[config.mk]
export PLATFORM = sky130hd
export DESIGN_NAME = dot_operand_loader
export DESIGN_NICKNAME = d
export VERILOG_FILES = /design/src/rtl/dot_operand_loader_pkg.sv /design/src/rtl/dot_operand_loader_operand_slot.sv /design/src/rtl/dot_operand_loader.sv
export SDC_FILE = /design/constraint.sdc
export NUM_CORES = 1
export LEC_CHECK = 0
export ABC_AREA = 0
export BUFFER_PORTS_ARGS = -buffer_cell sky130_fd_sc_hd__buf_2
export CORE_MARGIN = 10
export CORE_UTILIZATION = 58
export CTS_CLUSTER_SIZE = 12
export DETAILED_ROUTE_END_ITERATION = 16
export HOLD_SLACK_MARGIN = 0.12
export PLACE_DENSITY = 0.8
export REMOVE_ABC_BUFFERS = 1
export SLEW_MARGIN = 40
export SYNTH_ARGS = -nofsm -noshare
export SYNTH_HDL_FRONTEND = slang
export SYNTH_SLANG_ARGS = --single-unit
[constraint.sdc]
create_clock -name clk -period 2.2 [get_ports clk]
set_input_delay 0.22 -clock clk [delete_from_list [all_inputs] [get_ports clk]]
set_output_delay 0.22 -clock clk [all_outputs]
set_load 0.005 [all_outputs]
[src/rtl/dot_operand_loader_pkg.sv]
// Shared NPU operand types and widths for the packed-vector dot-product path.
// DATA_WIDTH may be overridden by a common width define ahead of this file.
`ifndef DATA_WIDTH
`define DATA_WIDTH 8
`endif

package dot_operand_loader_pkg;
   localparam int DEF_DATA_WIDTH = `DATA_WIDTH;
   localparam int DEF_LANES      = 4;
   // Packed layout: lane i occupies [i*DATA_WIDTH +: DATA_WIDTH], lane 0 at the LSBs.
   localparam int DEF_VEC_WIDTH  = DEF_LANES * DEF_DATA_WIDTH;

   typedef logic signed [DEF_DATA_WIDTH-1:0]  elem_t;
   typedef logic [$clog2(DEF_LANES+1)-1:0]     lane_cnt_t;
endpackage

[src/rtl/dot_operand_loader_operand_slot.sv]
// One ping-pong buffer: N x/w lanes, a full flag and the populated-lane count.
// Lanes are zeroed on drain and reset, so an empty slot never carries stale data.
module operand_slot
   import dot_operand_loader_pkg::*;
#(
   parameter int N  = DEF_LANES,
   parameter int DW = DEF_DATA_WIDTH,
   parameter int IW = 2,
   parameter int CW = 3
) (
   input  logic            clk,
   input  logic            rst,
   input  logic            i_wr,
   input  logic            i_close,
   input  logic            i_drain,
   input  logic [IW-1:0]   i_lane,
   input  logic [DW-1:0]   i_x,
   input  logic [DW-1:0]   i_w,
   output logic            o_full,
   output logic [N*DW-1:0] o_x,
   output logic [N*DW-1:0] o_w,
   output logic [CW-1:0]   o_count
);
   logic [N-1:0][DW-1:0] r_x;
   logic [N-1:0][DW-1:0] r_w;
   logic                 r_full;
   logic [CW-1:0]        r_cnt;

   always_ff @(posedge clk) begin
      if (rst || i_drain) begin
         r_x    <= '0;
         r_w    <= '0;
         r_full <= 1'b0;
         r_cnt  <= '0;
      end else if (i_wr) begin
         for (int j = 0; j < N; j++) begin
            if (j == int'(i_lane)) begin
               r_x[j] <= i_x;
               r_w[j] <= i_w;
            end else if (i_close && j > int'(i_lane)) begin
               r_x[j] <= '0;
               r_w[j] <= '0;
            end
         end
         if (i_close) begin
            r_full <= 1'b1;
            r_cnt  <= CW'(i_lane) + CW'(1);
         end
      end
   end

   assign o_full  = r_full;
   assign o_x     = r_x;
   assign o_w     = r_w;
   assign o_count = r_cnt;
endmodule

[src/rtl/dot_operand_loader.sv]
// Element-serial loader: packs (x,w) pairs into N-lane vectors through two
// ping-pong slots and presents them on a valid/ready stream.
module dot_operand_loader
   import dot_operand_loader_pkg::*;
#(
   parameter int N          = DEF_LANES,
   parameter int DATA_WIDTH = DEF_DATA_WIDTH
) (
   input  logic                       clk,
   input  logic                       rst,
   input  logic                       s_valid,
   output logic                       s_ready,
   input  logic [DATA_WIDTH-1:0]      s_x,
   input  logic [DATA_WIDTH-1:0]      s_w,
   input  logic                       s_last,
   output logic                       m_valid,
   input  logic                       m_ready,
   output logic [N*DATA_WIDTH-1:0]    m_x,
   output logic [N*DATA_WIDTH-1:0]    m_w,
   output logic [$clog2(N+1)-1:0]     m_count
);
   localparam int IW = (N > 1) ? $clog2(N) : 1;
   localparam int CW = $clog2(N+1);
   localparam int VW = N * DATA_WIDTH;

   logic               r_wsel;
   logic               r_rsel;
   logic [IW-1:0]      r_idx;
   logic               w_acc;
   logic               w_close;
   logic               w_drain;
   logic [1:0]         w_full;
   logic [1:0][VW-1:0] w_x;
   logic [1:0][VW-1:0] w_w;
   logic [1:0][CW-1:0] w_cnt;

   assign s_ready = !w_full[r_wsel];
   assign m_valid = w_full[r_rsel];
   assign w_acc   = s_valid && s_ready;
   assign w_close = w_acc && ((r_idx == IW'(N-1)) || s_last);
   assign w_drain = m_valid && m_ready;

   for (genvar g = 0; g < 2; g++) begin : g_slot
      operand_slot #(.N(N), .DW(DATA_WIDTH), .IW(IW), .CW(CW)) u_slot (
         .clk     (clk),
         .rst     (rst),
         .i_wr    (w_acc   && (r_wsel == 1'(g))),
         .i_close (w_close && (r_wsel == 1'(g))),
         .i_drain (w_drain && (r_rsel == 1'(g))),
         .i_lane  (r_idx),
         .i_x     (s_x),
         .i_w     (s_w),
         .o_full  (w_full[g]),
         .o_x     (w_x[g]),
         .o_w     (w_w[g]),
         .o_count (w_cnt[g])
      );
   end

   always_ff @(posedge clk) begin
      if (rst) begin
         r_wsel <= 1'b0;
         r_rsel <= 1'b0;
         r_idx  <= '0;
      end else begin
         if (w_acc)   r_idx  <= w_close ? '0 : r_idx + IW'(1);
         if (w_close) r_wsel <= ~r_wsel;
         if (w_drain) r_rsel <= ~r_rsel;
      end
   end

   // The read slot may be the one currently filling, so gate on m_valid.
   assign m_x     = m_valid ? w_x[r_rsel]   : '0;
   assign m_w     = m_valid ? w_w[r_rsel]   : '0;
   assign m_count = m_valid ? w_cnt[r_rsel] : '0;
endmodule

After elaboration in Yosys (flattened, before gate mapping)
Index checks and enable logic that the tools add are counted.
W data, S select, Z words.
{"block": "word_totals", "register_bits": 140, "latchBits": 0, "ram_bits": 0, "mem_bits_ro": 0, "inputBits": 21, "output_inout_bits": 69, "elab_cells": 104, "memories": 0}
{"block": "op_classes", "n_addsub": 2, "multipliers": 0, "div_mod_pow": 0, "order_cmp": 5, "n_eq_ne": 4, "shift": 0, "mux": 32, "n_bitwise": 2, "n_reduce_logical": 36}
{"op": "$mux W32", "count": 6}
{"op": "$mux W8", "count": 18}
{"op": "$reduce_and A2 Y1", "count": 10}
{"op": "$logic_and A1 B1 Y1", "count": 15}
{"op": "$reduce_bool A2 Y1", "count": 6}
{"op": "$mux W3", "count": 3}
{"op": "$eq A2 B2 Y1 const A", "count": 2}
{"op": "$gt A2 B2 Y1 const A", "count": 2}
{"op": "$lt A1 B2 Y1 const B", "count": 2}
{"op": "$mux W1", "count": 4}
{"op": "$add A2 B1 Y3 const B", "count": 1}
{"op": "$logic_or A1 B1 Y1", "count": 3}
{"op": "$add A2 B1 Y2 const B", "count": 1}
{"op": "$eq A1 B2 Y1 const A", "count": 1}
{"op": "$eq A2 B2 Y1 const B", "count": 1}
{"op": "$gt A1 B2 Y1 const A", "count": 1}
{"op": "$logic_not A2 Y1", "count": 1}
{"op": "$mux W2", "count": 1}
{"op": "$not A1 Y1", "count": 2}
{"op": "$logic_not A1 Y1", "count": 1}

Depth between registers and ports, before layout
Gate-level depths: netlist (run 1).
{"block": "depth", "ltp_word": 9, "ltp_mapped": 7}

Cells and area by module
A second synthesis (run 1) with hierarchy kept.
{"block": "unflattened", "cells_unflattened": 775, "area_unflattened_um2": 6591.3}
{"module": "operand_slot", "n_inst": 2, "cells_per_inst": 299, "area_per_inst_um2": 2666.3, "seq_area_each_um2": 1361.3}
{"module": "dot_operand_loader", "n_inst": 1, "cells_per_inst": 177, "area_per_inst_um2": 1258.7, "seq_area_each_um2": 80.1}

Least setup slack after synthesis (run 1)
No wires, ideal clock.
{"block": "synth_timing", "path_kind": "register -> register", "from": "reg r_idx[0]", "to": "reg g_slot[0].u_slot.r_x (netlist bit g_slot[0].u_slot.o_x[19])", "setup_time_ns": 0.132, "arrival_ns": 1.557, "t_required_ns": 2.068, "path_slack_ns": 0.511, "path_stages_with_launch": 8, "path_buffers": 3, "cell_sequence": "dfxtp_1 -> ha_1 -> buf_2 -> or3_1 -> clkbuf_1 -> clkbuf_1 -> nand4_1 -> a21oi_1"}
{"block": "synth_via", "elab_chain_len": 7, "elab_cells_between_ends": 10}
{"element": "start: declaration", "line": "dot_operand_loader.sv:28", "rtl": "logic [IW-1:0] r_idx;"}
{"element": "start signal: assignment", "line": "dot_operand_loader.sv:66", "rtl": "if (w_acc) r_idx <= w_close ? '0 : r_idx + IW'(1);"}
{"element": "$eq A2 B2 Y1", "line": "dot_operand_loader.sv:40", "rtl": "assign w_close = w_acc && ((r_idx == IW'(N-1)) || s_last);"}
{"element": "$logic_or A1 B1 Y1", "line": "dot_operand_loader.sv:40"}
{"element": "$logic_and A1 B1 Y1", "line": "dot_operand_loader.sv:40"}
{"element": "$logic_and A1 B1 Y1", "line": "dot_operand_loader.sv:48", "rtl": ".i_close (w_close && (r_wsel == 1'(g))),"}
{"element": "$logic_and A1 B1 Y1", "line": "dot_operand_loader_operand_slot.sv:40", "rtl": "end else if (i_close && j > int'(i_lane)) begin"}
{"element": "$reduce_bool A2 Y1 (no source line)"}
{"element": "$reduce_and A2 Y1 (no source line)"}
{"element": "end signal: indexed assignment", "line": "dot_operand_loader_operand_slot.sv:38", "rtl": "r_x[j] <= i_x;"}
{"element": "end: declaration", "line": "dot_operand_loader_operand_slot.sv:24", "rtl": "logic [N-1:0][DW-1:0] r_x;"}
Parallel ways exist; a longest one is shown, timed or not.
A chain may end at the register's enable or synchronous reset.

Final worst setup path (run 1)
{"block": "layout_timing", "from": "reg r_rsel", "to": "out m_x[27]"}
{"block": "layout_via", "elab_chain_len": 3, "elab_cells_between_ends": 5}
{"element": "start: declaration", "line": "dot_operand_loader.sv:27", "rtl": "logic r_rsel;"}
{"element": "start signal: assignment", "line": "dot_operand_loader.sv:68", "rtl": "if (w_drain) r_rsel <= ~r_rsel;"}
{"element": "$mux W32 (implied by the code) or $mux W1 (tied branches) (2 in series)", "line": "dot_operand_loader.sv:73, dot_operand_loader.sv:38"}
{"element": "$mux W32 (*)", "line": "dot_operand_loader.sv:73", "rtl": "assign m_x = m_valid ? w_x[r_rsel] : '0;"}
{"element": "end: declaration", "line": "dot_operand_loader.sv:18", "rtl": "output logic [N*DATA_WIDTH-1:0] m_x,"}
Every way passes the cells marked *; elsewhere a longest branch is shown, timed or not. The select of a mux whose other input is x is not followed.

==> results of run 1 <==
logic make-up after synthesis:
family	after synthesis	synth area share (%)
buffers and inverters	99	6.56
AND/OR/NAND/NOR	273	19.1
adder cells (fa/ha/maj)	4	0.752
flip-flops	140	42.1
multiplexers	69	10.4
AO/OA/AOI/OAI	246	21.1
what timing repair did:
item,in CTS,in global routing
buffers inserted,0,0
setup endpoints to repair,0,0
hold buffers,8,0
hold endpoints to repair,17,0
how the worst min path moves through the flow:
stage,endpoint,cells after the start
after floorplan,r_idx[0]$_SDFFE_PP0N_,1
after global placement,r_idx[1]$_SDFFE_PP0N_,2
after detailed placement,g_slot[0].u_slot.o_w[4]$_SDFFE_PP0P_,2
after CTS,g_slot[1].u_slot.o_w[9]$_SDFFE_PP0P_,3
after global routing,g_slot[1].u_slot.o_w[1]$_SDFFE_PP0P_,3
final,g_slot[1].u_slot.o_w[9]$_SDFFE_PP0P_,3
state kept, by name (all words and copies together) (netlist names):
name,count
r_idx,2
g_slot.u_slot.o_count,6
r_rsel,1
r_wsel,1
g_slot.u_slot.o_w,64
g_slot.u_slot.o_full,2
g_slot.u_slot.o_x,64
synth_stat cells, drive strengths merged (2+ instances only):
library cell	number	area share [%]
and4b	2	0.30
nor4bb	2	0.30
clkbuf	58	3.3
nand3	34	2.6
nor3	2	0.15
nand4	34	3.2
and2	17	1.6
nand4bb	2	0.34
buf	36	3.0
nand2	100	5.6
ha	4	0.75
o31ai	32	3.6
o21ai	38	2.9
o211ai	32	3.6
a21oi	140	11
nand4b	2	0.26
inv	5	0.28
mux2i	68	10
dfxtp	140	42
nor2	72	4.1
area by class of cell:
| class | count | area, µm² |
|---|---|---|
| clock inverters | 12 | 160 |
| flip-flops and latches | 140 | 2810 |
| clock buffers | 20 | 457 |
| inverters | 5 | 18.8 |
| repair buffers | 123 | 821 |
| multi-input cells | 592 | 3470 |
| well taps | 143 | 179 |
| fillers | 907 | 3410 |
routing by layer:
| layer | share of wire (%) | GRT usage [%] |
|---|---|---|
| met1 | 39 | 28.2 |
| met2 | 51 | 39.4 |
| met3 | 7.7 | 4.80 |
| met4 | 3.0 | 11.1 |
| met5 | 0 | 0 |
report_power, final:
part	internal [µW]	total, µW	switching [µW]
Sequential	2590	2630	44.6
Clock	1850	2980	1130
Combinational	185	605	420
through the flow:
stage | hold slack (ns) | total power (µW) | setup TNS [ns] | util (%)
CTS | 0.121 | 6210 | 0 | 69.9
global route | 0.131 | 6400 | 0 | 69.9
detailed placement | 0.447 | 3260 | 0 | 63.7
floorplan | 0.289 | 3000 | -528.28 | -
global placement | 0.441 | 3250 | 0 | 63.7
finish | 0.132 | 6220 | 0 | 69.9
critical path, stage by stage (launching register included):
cell and delay, ns:
sky130_fd_sc_hd__dfxtp_4 0.57, sky130_fd_sc_hd__buf_12 0.32, sky130_fd_sc_hd__mux2i_1 0.36, sky130_fd_sc_hd__nor2_1 0.06
sky130_fd_sc_hd__buf_2 0.13
==> impl_results.html, run 1 <==
<table>
<tr><th>Metric</th><th>Value</th></tr>
<tr><th colspan="2">Status</th></tr>
<tr><td>Result of the run</td><td>finished clean</td></tr>
<tr><th colspan="2">Routing</th></tr>
<tr><td>DRC marker count from the first detailed-route iteration</td><td>846</td></tr>
<tr><td>Total via count after detailed routing</td><td>6493</td></tr>
<tr><td>Vias per inst</td><td>6.27</td></tr>
<tr><td>Number of search-and-repair iterations in the first detailed-routing pass</td><td>5</td></tr>
<tr><td>DRC violation count after routing</td><td>0</td></tr>
<tr><td>Overall routed net length</td><td>19700 µm</td></tr>
<tr><td>Wirelength per Cell</td><td>19.0 µm</td></tr>
<tr><td>Routed Antenna Nets</td><td>0</td></tr>
<tr><th colspan="2">Clock network</th></tr>
<tr><td>Total clock buffers created by CTS</td><td>17</td></tr>
<tr><td>Worst-path clk slew</td><td>0.06 ns</td></tr>
<tr><td>Clock sink count</td><td>140</td></tr>
<tr><td>Post-cts gate resize count</td><td>0</td></tr>
<tr><td>Insertion delay to the later sink of the worst-skew pair</td><td>0.42 ns</td></tr>
<tr><td>CTS H-Tree Depth</td><td>4</td></tr>
<tr><td>Root Buffer Master</td><td>sky130_fd_sc_hd__clkbuf_16</td></tr>
<tr><td>Bufs on Longest Clock Path</td><td>2</td></tr>
<tr><td>TritonCTS clock tree</td><td>done</td></tr>
<tr><th colspan="2">Placed design</th></tr>
<tr><td>Placed inst area</td><td>0.00721 mm²</td></tr>
<tr><td>Total half-perimeter wirelength after legalization and detailed placement</td><td>11800 µm</td></tr>
<tr><td>Final weighted congestion in routability-driven placement</td><td>0.856</td></tr>
<tr><td>Placed cell count</td><td>995</td></tr>
<tr><td>Port bufs</td><td>89</td></tr>
<tr><td>Setup WS pre-CTS</td><td>0.489 ns</td></tr>
<tr><th colspan="2">Floorplan</th></tr>
<tr><td>Area of the core</td><td>0.0113 mm²</td></tr>
<tr><td>Row Count</td><td>39</td></tr>
<tr><td>Chip width</td><td>127 µm</td></tr>
<tr><td>I/O pin cnt</td><td>90</td></tr>
<tr><td>Height of the chip</td><td>127 µm</td></tr>
<tr><td>Die Area</td><td>0.0162 mm²</td></tr>
<tr><td>Initial core utilization</td><td>58.8%</td></tr>
<tr><th colspan="2">Synthesis</th></tr>
<tr><td>Post-synthesis cell count</td><td>831</td></tr>
<tr><td>Most used flip-flop cell after synthesis</td><td>sky130_fd_sc_hd__dfxtp_1</td></tr>
<tr><td>Count of flip-flops with a built-in enable after synthesis</td><td>0</td></tr>
<tr><td>Yosys warnings</td><td>0</td></tr>
<tr><td>Average cell area after synthesis</td><td>8.01 µm²</td></tr>
<tr><td>Ys async rst share</td><td>0%</td></tr>
<tr><td>Fraction of the yosys area taken by sequential cells</td><td>42.1%</td></tr>
<tr><td>Number of different library cells in the post-synthesis netlist</td><td>34</td></tr>
<tr><td>Post-synthesis sequential element count</td><td>140</td></tr>
<tr><td>Mapped Area</td><td>0.00666 mm²</td></tr>
<tr><th colspan="2">STA</th></tr>
<tr><td>Max transition margin</td><td>65.6%</td></tr>
<tr><td>Unrepaired setup endpoints after global routing</td><td>no</td></tr>
<tr><td>Skew final</td><td>0.00911 ns</td></tr>
<tr><td>Final setup violation count</td><td>0</td></tr>
<tr><td>Max frequency</td><td>0.475 GHz</td></tr>
<tr><td>Period utilization</td><td>95.7%</td></tr>
<tr><td>Worst Slack Setup Final</td><td>0.0950 ns</td></tr>
<tr><td>Final worst path period need</td><td>2.11 ns</td></tr>
<tr><td>Number of max-slew violations in the final report</td><td>0</td></tr>
<tr><td>Fin. Hold Viols</td><td>0</td></tr>
<tr><td>Worst Max-Slew Pin Slew</td><td>0.516 ns</td></tr>
<tr><th colspan="2">Final layout</th></tr>
<tr><td>Number of nets in the final layout</td><td>904</td></tr>
<tr><td>Share of layout cells above drive strength 1</td><td>17.6%</td></tr>
<tr><td>Final Non-Filler Cells</td><td>1035</td></tr>
<tr><td>Antenna cell count</td><td>0</td></tr>
<tr><td>Post-route standard cell area excluding fillers</td><td>0.00791 mm²</td></tr>
<tr><td>Area grow syn2layout</td><td>18.9%</td></tr>
<tr><td>Leading cell types in the layout, fill and taps excluded</td><td>140 x sky130_fd_sc_hd__a21oi_1, 139 x sky130_fd_sc_hd__dfxtp_1, 100 x sky130_fd_sc_hd__nand2_1</td></tr>
<tr><td>Most common cell after layout, fill and taps aside</td><td>sky130_fd_sc_hd__a21oi_1</td></tr>
<tr><th colspan="2">Global routing</th></tr>
<tr><td>Pin count of the biggest net entering global routing</td><td>70</td></tr>
<tr><td>Number of global-route vias before repair</td><td>6316</td></tr>
<tr><td>First-pass GRT wire length</td><td>31800 µm</td></tr>
<tr><td>Overall routing resource usage</td><td>23.5%</td></tr>
<tr><td>Congestion Overflow GR</td><td>0</td></tr>
<tr><td>Antenna violations before repair</td><td>0</td></tr>
<tr><th colspan="2">Setup path</th></tr>
<tr><td>RR Endpoint</td><td>g_slot[1].u_slot.o_w[28]$_SDFFE_PP0P_</td></tr>
<tr><td>Depth of the worst register-to-register path</td><td>4</td></tr>
<tr><td>Critical path capture point</td><td>m_x[27]</td></tr>
<tr><td>CP startpoint kind</td><td>register</td></tr>
<tr><td>CP startpoint</td><td>r_rsel$_SDFFE_PP0N_</td></tr>
<tr><td>Required time of the worst setup path</td><td>1.98 ns</td></tr>
<tr><td>Critical path arrival</td><td>1.89 ns</td></tr>
<tr><td>CP endpoint kind</td><td>primary output</td></tr>
<tr><td>Reg-to-reg slack, setup</td><td>0.42 ns</td></tr>
<tr><td>Worst reg2reg startpoint</td><td>r_wsel$_SDFFE_PP0N_</td></tr>
<tr><td>Crit Path Max Fanout</td><td>34</td></tr>
<tr><td>Category of the most critical setup path</td><td>register to primary output</td></tr>
<tr><th colspan="2">Worst hold path</th></tr>
<tr><td>Worst hold start</td><td>s_w[1]</td></tr>
<tr><td>Worst min-delay path class</td><td>input pin to register</td></tr>
<tr><th colspan="2">Job</th></tr>
<tr><td>Number of maximum-capacitance violations</td><td>0</td></tr>
<tr><th colspan="2">Pwr</th></tr>
<tr><td>Power density relative to cell area</td><td>786 mW/mm²</td></tr>
<tr><td>Worst-case vdd ir drop</td><td>0.476 mV</td></tr>
<tr><td>Leakage power summed over all cells</td><td>0.00273 µW</td></tr>
</table>
Note: power is estimated with default switching activity, not from simulation.
==> run 2: changes to the inputs <==
Settings changed: SKIP_CTS_REPAIR_TIMING set to 1, SYNTH_HIERARCHICAL set to 1.
==> impl_results.html, run 2 <==
<table>
<tr><th>Metric</th><th>Value</th></tr>
<tr><th colspan="2">Synthesis</th></tr>
<tr><td>Most numerous cell types in the synthesized netlist</td><td>140 x sky130_fd_sc_hd__dfxtp_1, 136 x sky130_fd_sc_hd__nand2_1, 104 x sky130_fd_sc_hd__nor2_1</td></tr>
<tr><td>Post-synthesis sequential element count</td><td>140</td></tr>
<tr><td>Most repeated cell in the gate-level netlist after synthesis</td><td>sky130_fd_sc_hd__dfxtp_1</td></tr>
<tr><td>Area share of the largest cell type after synthesis</td><td>42.5%</td></tr>
<tr><td>Synth area leader</td><td>sky130_fd_sc_hd__dfxtp_1</td></tr>
<tr><td>Yosys warnings</td><td>6</td></tr>
<tr><td>Average cell area after synthesis</td><td>8.50 µm²</td></tr>
<tr><td>Ys async rst share</td><td>0%</td></tr>
<tr><td>Count of flip-flops with a built-in enable after synthesis</td><td>0</td></tr>
<tr><td>Mapped Area</td><td>0.00659 mm²</td></tr>
<tr><td>Synth top area cells</td><td>sky130_fd_sc_hd__dfxtp_1 43%, sky130_fd_sc_hd__mux2i_1 15%, sky130_fd_sc_hd__nand2_1 7.7%</td></tr>
<tr><td>Fraction of the yosys area taken by sequential cells</td><td>42.5%</td></tr>
<tr><td>Number of different library cells in the post-synthesis netlist</td><td>39</td></tr>
<tr><td>Most used flip-flop cell after synthesis</td><td>sky130_fd_sc_hd__dfxtp_1</td></tr>
<tr><td>Post-synthesis cell count</td><td>775</td></tr>
<tr><th colspan="2">Floorplan</th></tr>
<tr><td>Die Area</td><td>0.0160 mm²</td></tr>
<tr><td>Row Count</td><td>38</td></tr>
<tr><td>I/O pin cnt</td><td>90</td></tr>
<tr><td>Height of the chip</td><td>127 µm</td></tr>
<tr><td>Chip width</td><td>127 µm</td></tr>
<tr><td>Initial core utilization</td><td>60.0%</td></tr>
<tr><td>Area of the core</td><td>0.0110 mm²</td></tr>
<tr><th colspan="2">Global routing</th></tr>
<tr><td>Pin count of the biggest net entering global routing</td><td>69</td></tr>
<tr><td>Number of global-route vias before repair</td><td>5603</td></tr>
<tr><td>Overall routing resource usage</td><td>21.9%</td></tr>
<tr><td>First-pass GRT wire length</td><td>28900 µm</td></tr>
<tr><td>Antenna violations before repair</td><td>0</td></tr>
<tr><td>Congestion Overflow GR</td><td>0</td></tr>
<tr><th colspan="2">Clock network</th></tr>
<tr><td>CTS H-Tree Depth</td><td>4</td></tr>
<tr><td>Bufs on Longest Clock Path</td><td>2</td></tr>
<tr><td>Total clock buffers created by CTS</td><td>17</td></tr>
<tr><td>Clock sink count</td><td>140</td></tr>
<tr><td>Worst-path clk slew</td><td>0.06 ns</td></tr>
<tr><td>Insertion delay to the later sink of the worst-skew pair</td><td>0.42 ns</td></tr>
<tr><td>Root Buffer Master</td><td>sky130_fd_sc_hd__clkbuf_16</td></tr>
<tr><td>TritonCTS clock tree</td><td>done</td></tr>
<tr><th colspan="2">Job</th></tr>
<tr><td>Number of maximum-capacitance violations</td><td>0</td></tr>
<tr><th colspan="2">STA</th></tr>
<tr><td>Worst Max-Slew Pin Slew</td><td>0.804 ns</td></tr>
<tr><td>Number of max-slew violations in the final report</td><td>0</td></tr>
<tr><td>Max frequency</td><td>0.496 GHz</td></tr>
<tr><td>Period utilization</td><td>91.6%</td></tr>
<tr><td>Fin. Hold Viols</td><td>0</td></tr>
<tr><td>Max transition margin</td><td>46.4%</td></tr>
<tr><td>Skew final</td><td>0.00673 ns</td></tr>
<tr><td>Final setup TNS</td><td>0 ns</td></tr>
<tr><td>Final setup violation count</td><td>0</td></tr>
<tr><td>Unrepaired setup endpoints after global routing</td><td>no</td></tr>
<tr><td>Final worst path period need</td><td>2.02 ns</td></tr>
<tr><th colspan="2">Routing</th></tr>
<tr><td>Number of search-and-repair iterations in the first detailed-routing pass</td><td>5</td></tr>
<tr><td>Routed Antenna Nets</td><td>0</td></tr>
<tr><td>DRC marker count from the first detailed-route iteration</td><td>687</td></tr>
<tr><td>Overall routed net length</td><td>18400 µm</td></tr>
<tr><td>DRC violation count after routing</td><td>0</td></tr>
<tr><td>Total via count after detailed routing</td><td>5881</td></tr>
<tr><td>Wirelength per Cell</td><td>18.6 µm</td></tr>
<tr><td>Vias per inst</td><td>5.95</td></tr>
<tr><th colspan="2">Pwr</th></tr>
<tr><td>Power density relative to cell area</td><td>776 mW/mm²</td></tr>
<tr><td>Leakage power summed over all cells</td><td>0.00270 µW</td></tr>
<tr><td>Worst-case vdd ir drop</td><td>0.571 mV</td></tr>
<tr><th colspan="2">Setup path</th></tr>
<tr><td>Worst reg2reg startpoint</td><td>g_slot[0].u_slot/o_full$_SDFFE_PP0P_</td></tr>
<tr><td>Logic depth of the worst setup path including buffers</td><td>4</td></tr>
<tr><td>Number of buffer and inverter stages on the critical path</td><td>0</td></tr>
<tr><td>CP startpoint kind</td><td>register</td></tr>
<tr><td>Reg-to-reg slack, setup</td><td>0.18 ns</td></tr>
<tr><td>Most prevalent standard cell on the critical path</td><td>sky130_fd_sc_hd__nand2_1</td></tr>
<tr><td>CP startpoint</td><td>g_slot[0].u_slot/o_full$_SDFFE_PP0P_</td></tr>
<tr><td>Biggest cell delay along the critical path</td><td>0.61 ns</td></tr>
<tr><td>Category of the most critical setup path</td><td>register to register</td></tr>
<tr><td>CP endpoint kind</td><td>register</td></tr>
<tr><td>Critical path capture point</td><td>g_slot[0].u_slot/o_w[7]$_SDFFE_PP0P_</td></tr>
<tr><td>Cells along the critical path</td><td>nor3b_2 -&gt; nand2_1 -&gt; nand2_1 -&gt; a21oi_1</td></tr>
<tr><td>Required time of the worst setup path</td><td>2.50 ns</td></tr>
<tr><td>Critical path arrival</td><td>2.32 ns</td></tr>
<tr><td>Depth of the worst register-to-register path</td><td>4</td></tr>
<tr><td>Crit Path Max Fanout</td><td>16</td></tr>
<tr><td>Slowest CP cell</td><td>sky130_fd_sc_hd__nor3b_2</td></tr>
<tr><td>RR Endpoint</td><td>g_slot[0].u_slot/o_w[7]$_SDFFE_PP0P_</td></tr>
<tr><td>Crit path max-delay family</td><td>simple AND/OR/NAND/NOR gates</td></tr>
<tr><th colspan="2">Placed design</th></tr>
<tr><td>Port bufs</td><td>89</td></tr>
<tr><td>Total half-perimeter wirelength after legalization and detailed placement</td><td>11600 µm</td></tr>
<tr><td>Placed cell count</td><td>956</td></tr>
<tr><td>Final weighted congestion in routability-driven placement</td><td>0.842</td></tr>
<tr><th colspan="2">Final layout</th></tr>
<tr><td>Final Non-Filler Cells</td><td>988</td></tr>
<tr><td>Antenna cell count</td><td>0</td></tr>
<tr><td>Area grow syn2layout</td><td>15.3%</td></tr>
<tr><td>Most common cell after layout, fill and taps aside</td><td>sky130_fd_sc_hd__dfxtp_1</td></tr>
<tr><td>Leading cell types in the layout, fill and taps excluded</td><td>139 x sky130_fd_sc_hd__dfxtp_1, 136 x sky130_fd_sc_hd__nand2_1, 104 x sky130_fd_sc_hd__nor2_1</td></tr>
<tr><td>Share of layout cells above drive strength 1</td><td>18.3%</td></tr>
<tr><td>Count of fill cells added during filler insertion</td><td>810</td></tr>
<tr><td>Number of nets in the final layout</td><td>866</td></tr>
<tr><th colspan="2">Status</th></tr>
<tr><td>Result of the run</td><td>finished clean</td></tr>
<tr><th colspan="2">Worst hold path</th></tr>
<tr><td>Worst hold start</td><td>s_valid</td></tr>
<tr><td>Worst min-delay path class</td><td>input pin to register</td></tr>
</table>
[run 2: changes by cell type after synthesis, sizes merged, moves of 13 or more]
cell and change:
mux2i +33, a22oi +32, buf +21, nand2 +36, nor2 +34, o31ai -32
a21oi -96, o211ai -32, and2 -13, clkbuf -46
[run 2: how the worst min path moves through the flow]
stage	end	slack, ns	cells past startpoint
after floorplan	r_wsel$_SDFFE_PP0P_	0.29	1
after global placement	g_slot[0].u_slot/o_w[14]$_SDFFE_PP0P_	0.43	2
after detailed placement	g_slot[0].u_slot/o_w[14]$_SDFFE_PP0P_	0.44	2
after CTS	r_wsel$_SDFFE_PP0P_	0.10	2
after global routing	r_idx[0]$_SDFFE_PP0N_	0.14	2
final	r_idx[0]$_SDFFE_PP0N_	0.13	2
[run 2: stage by stage]
step | setup WS, ns | cell area (µm²) | hold slack [ns] | power [µW] | utilization [%]
global placement | 0.306 | 7010 | 0.434 | 3120 | 63.8
floorplan | -2.47 | 6140 | 0.289 | 2930 | -
CTS | 0.119 | 7590 | 0.103 | 5890 | 69.1
global route | 0.0121 | 7600 | 0.141 | 6050 | 69.2
detailed placement | 0.142 | 7010 | 0.442 | 3140 | 63.8
finish | 0.185 | 7600 | 0.131 | 5890 | 69.2
[run 2: logic make-up (layout without fill, tap and decap cells)]
| kind of cell | after synthesis | count (layout) | synth area share [%] |
|---|---|---|---|
| and+or+nand+nor | 331 | 331 | 22.3 |
| DFF | 140 | 140 | 42.5 |
| AOI/OAI and AO/OA | 119 | 119 | 10.9 |
| muxes | 101 | 101 | 15.4 |
| buffers and inverters | 75 | 148 | 7.25 |
| adders and majority gates | 9 | 9 | 1.71 |
[run 2: layer usage]
layer | track usage, % | wire length [µm] | up-vias
met1 | 27.0 | 7150 | 2774
met2 | 35.9 | 9000 | 284
li1 | - | - | 2777
met5 | 0 | 0 | -
met3 | 4.54 | 1670 | 46
met4 | 10.3 | 596 | 0
[run 2: area by class of cell]
cell class / count / area, µm² / area share, %
Inverter: 6 / 26.3 / 0.346
Sequential cell: 140 / 2810 / 36.9
Tap cell: 140 / 175 / 2.30
Timing Repair Buffer: 111 / 688 / 9.05
Multi-Input combinational cell: 560 / 3320 / 43.7
Clock buffer: 24 / 492 / 6.47
Clock inverter: 7 / 87.6 / 1.15
[run 2: where the power goes]
part	internal [µW]	switching, µW
combinational	150	339
sequential	2580	29.2
clock	1770	1020
[run 2: worst register-to-register path, stage by stage (launching register included)]
cell                      delay (ns)
sky130_fd_sc_hd__dfxtp_1        0.39
sky130_fd_sc_hd__nor3b_2        0.61
sky130_fd_sc_hd__nand2_1        0.57
sky130_fd_sc_hd__nand2_1        0.24
sky130_fd_sc_hd__a21oi_1        0.09
==> run 3: changes to the inputs <==
--- a/constraint.sdc
+++ b/constraint.sdc
@@ -3,2 +3,2 @@
 set_output_delay 0.22 -clock clk [all_outputs]
-set_load 0.005 [all_outputs]
+set_load 0.02 [all_outputs]
==> impl_results.html, run 3 (synthesis results as in run 2) <==
<table>
<tr><th>Metric</th><th>Value</th></tr>
<tr><th colspan="2">Setup path</th></tr>
<tr><td>Crit Path Max Fanout</td><td>16</td></tr>
<tr><td>Category of the most critical setup path</td><td>register to register</td></tr>
<tr><td>CP endpoint kind</td><td>register</td></tr>
<tr><td>Required time of the worst setup path</td><td>2.53 ns</td></tr>
<tr><td>Worst reg2reg startpoint</td><td>r_idx[1]$_SDFFE_PP0N_</td></tr>
<tr><td>Critical path arrival</td><td>2.34 ns</td></tr>
<tr><td>RR Endpoint</td><td>g_slot[0].u_slot/o_x[18]$_SDFFE_PP0P_</td></tr>
<tr><td>Reg-to-reg slack, setup</td><td>0.20 ns</td></tr>
<tr><td>Depth of the worst register-to-register path</td><td>8</td></tr>
<tr><td>CP startpoint kind</td><td>register</td></tr>
<tr><th colspan="2">STA</th></tr>
<tr><td>Unrepaired setup endpoints after global routing</td><td>no</td></tr>
<tr><td>Fin. Hold Viols</td><td>0</td></tr>
<tr><td>Number of max-slew violations in the final report</td><td>0</td></tr>
<tr><td>Skew final</td><td>0.00781 ns</td></tr>
<tr><td>Final setup violation count</td><td>0</td></tr>
<tr><td>Worst Max-Slew Pin Slew</td><td>0.724 ns</td></tr>
<tr><td>Final setup TNS</td><td>0 ns</td></tr>
<tr><td>Period utilization</td><td>91.1%</td></tr>
<tr><td>Max frequency</td><td>0.499 GHz</td></tr>
<tr><td>Final worst path period need</td><td>2.00 ns</td></tr>
<tr><td>Max transition margin</td><td>51.7%</td></tr>
<tr><th colspan="2">Final layout</th></tr>
<tr><td>Combined area of the multi-input logic cells</td><td>0.00332 mm²</td></tr>
<tr><td>Share of layout cells above drive strength 1</td><td>18.7%</td></tr>
<tr><td>FF/Latch Area</td><td>0.00281 mm²</td></tr>
<tr><td>Number of nets in the final layout</td><td>864</td></tr>
<tr><td>Count of fill cells added during filler insertion</td><td>831</td></tr>
<tr><td>Final Non-Filler Cells</td><td>987</td></tr>
<tr><td>Most common cell after layout, fill and taps aside</td><td>sky130_fd_sc_hd__dfxtp_1</td></tr>
<tr><td>Leading cell types in the layout, fill and taps excluded</td><td>139 x sky130_fd_sc_hd__dfxtp_1, 136 x sky130_fd_sc_hd__nand2_1, 104 x sky130_fd_sc_hd__nor2_1</td></tr>
<tr><td>Antenna cell count</td><td>0</td></tr>
<tr><td>Area grow syn2layout</td><td>15.1%</td></tr>
<tr><th colspan="2">Routing</th></tr>
<tr><td>Number of search-and-repair iterations in the first detailed-routing pass</td><td>5</td></tr>
<tr><td>Vias per inst</td><td>5.97</td></tr>
<tr><td>DRC marker count from the first detailed-route iteration</td><td>719</td></tr>
<tr><td>DRC violation count after routing</td><td>0</td></tr>
<tr><td>Overall routed net length</td><td>18500 µm</td></tr>
<tr><td>Total via count after detailed routing</td><td>5896</td></tr>
<tr><td>Routed Antenna Nets</td><td>0</td></tr>
<tr><td>Wirelength per Cell</td><td>18.7 µm</td></tr>
<tr><th colspan="2">Floorplan</th></tr>
<tr><td>Initial core utilization</td><td>60.0%</td></tr>
<tr><td>I/O pin cnt</td><td>90</td></tr>
<tr><td>Row Count</td><td>38</td></tr>
<tr><td>Chip width</td><td>127 µm</td></tr>
<tr><td>Area of the core</td><td>0.0110 mm²</td></tr>
<tr><td>Height of the chip</td><td>127 µm</td></tr>
<tr><td>Die Area</td><td>0.0160 mm²</td></tr>
<tr><th colspan="2">Clock network</th></tr>
<tr><td>Clock sink count</td><td>140</td></tr>
<tr><td>Root Buffer Master</td><td>sky130_fd_sc_hd__clkbuf_16</td></tr>
<tr><td>Bufs on Longest Clock Path</td><td>2</td></tr>
<tr><td>CTS H-Tree Depth</td><td>4</td></tr>
<tr><td>Insertion delay to the later sink of the worst-skew pair</td><td>0.42 ns</td></tr>
<tr><td>TritonCTS clock tree</td><td>done</td></tr>
<tr><td>Worst-path clk slew</td><td>0.06 ns</td></tr>
<tr><td>Total clock buffers created by CTS</td><td>17</td></tr>
<tr><th colspan="2">Pwr</th></tr>
<tr><td>PnR Total Power</td><td>6110 µW</td></tr>
<tr><td>Worst-case vdd ir drop</td><td>0.683 mV</td></tr>
<tr><td>Leakage power summed over all cells</td><td>0.00270 µW</td></tr>
<tr><td>Power density relative to cell area</td><td>805 mW/mm²</td></tr>
<tr><th colspan="2">Placed design</th></tr>
<tr><td>Placed cell count</td><td>955</td></tr>
<tr><td>Port bufs</td><td>89</td></tr>
<tr><td>Total half-perimeter wirelength after legalization and detailed placement</td><td>11300 µm</td></tr>
<tr><td>Final weighted congestion in routability-driven placement</td><td>0.820</td></tr>
<tr><th colspan="2">Global routing</th></tr>
<tr><td>First-pass GRT wire length</td><td>28500 µm</td></tr>
<tr><td>Congestion Overflow GR</td><td>0</td></tr>
<tr><td>Overall routing resource usage</td><td>21.7%</td></tr>
<tr><td>Antenna violations before repair</td><td>0</td></tr>
<tr><td>Number of global-route vias before repair</td><td>5567</td></tr>
<tr><td>Pin count of the biggest net entering global routing</td><td>65</td></tr>
<tr><th colspan="2">Worst hold path</th></tr>
<tr><td>Worst min-delay path class</td><td>input pin to register</td></tr>
<tr><td>Worst Hold Path EP</td><td>r_wsel$_SDFFE_PP0P_</td></tr>
<tr><td>Worst hold path cell count</td><td>2</td></tr>
<tr><td>Worst hold start</td><td>rst</td></tr>
<tr><th colspan="2">Status</th></tr>
<tr><td>Result of the run</td><td>finished clean</td></tr>
<tr><th colspan="2">Job</th></tr>
<tr><td>Number of maximum-capacitance violations</td><td>0</td></tr>
</table>
## run 3: cell types whose count changed in the layout (fill, tap and decap cells not counted), moves of 2 or more
cell                        previous run  this run
sky130_fd_sc_hd__clkinv_4              0         3
sky130_fd_sc_hd__buf_12                6         3
sky130_fd_sc_hd__bufinv_16             2         4
sky130_fd_sc_hd__clkbuf_1              3         0
sky130_fd_sc_hd__clkbuf_8              4         0
## run 3: worst max-delay path, cell delays in order (launching register included)
cell                       delay (ns)
sky130_fd_sc_hd__dfxtp_1         0.36
sky130_fd_sc_hd__ha_1            0.18
sky130_fd_sc_hd__o21ai_0         0.10
sky130_fd_sc_hd__or3_1           0.35
sky130_fd_sc_hd__inv_2           0.17
sky130_fd_sc_hd__nand2b_4        0.07
sky130_fd_sc_hd__a21boi_2        0.12
sky130_fd_sc_hd__buf_4           0.29
sky130_fd_sc_hd__mux2i_1         0.27
## run 3: metal layers
layer	global-route usage, %	routed length, µm
met5	0	0
met4	12.3	776
met3	4.62	1460
met2	34.6	8840
met1	26.5	7400
## run 3: through the flow
step	util, %	instance area (µm²)	hold WS [ns]	worst slack, ns
6_report	69.1	7590	0.115	0.196
5_1_grt	69.1	7590	0.124	0.0852
4_1_cts	69.1	7580	0.103	0.109
3_5_place_dp	63.4	6960	0.443	0.199
3_3_place_gp	63.4	6960	0.435	0.311
2_1_floorplan	-	6140	0.289	-2.72
## run 3: final cells by class
class | count | area share [%]
inverter | 6 | 0.297
tap | 140 | 2.31
multi-input combinational | 560 | 43.8
clock inverter | 15 | 2.61
sequential | 140 | 37.0
clock buffer | 17 | 5.61
timing repair buffer | 109 | 8.39
## run 3: how the worst max path moves through the flow
stage                                     start                               endpoint
after global routing      r_idx[1]$_SDFFE_PP0N_  g_slot[0].u_slot/o_w[19]$_SDFFE_PP0P_
after global placement    r_idx[0]$_SDFFE_PP0N_  g_slot[0].u_slot/o_x[21]$_SDFFE_PP0P_
after floorplan             r_rsel$_SDFFE_PP0N_                                m_valid
after detailed placement  r_idx[0]$_SDFFE_PP0N_  g_slot[0].u_slot/o_w[19]$_SDFFE_PP0P_
final                     r_idx[1]$_SDFFE_PP0N_  g_slot[0].u_slot/o_x[18]$_SDFFE_PP0P_
after CTS                 r_idx[1]$_SDFFE_PP0N_  g_slot[0].u_slot/o_x[18]$_SDFFE_PP0P_
## run 3: report_power, final
group / switching [µW] / internal (µW)
logic: 344 / 141
registers: 30.2 / 2580
clock network: 1110 / 1890
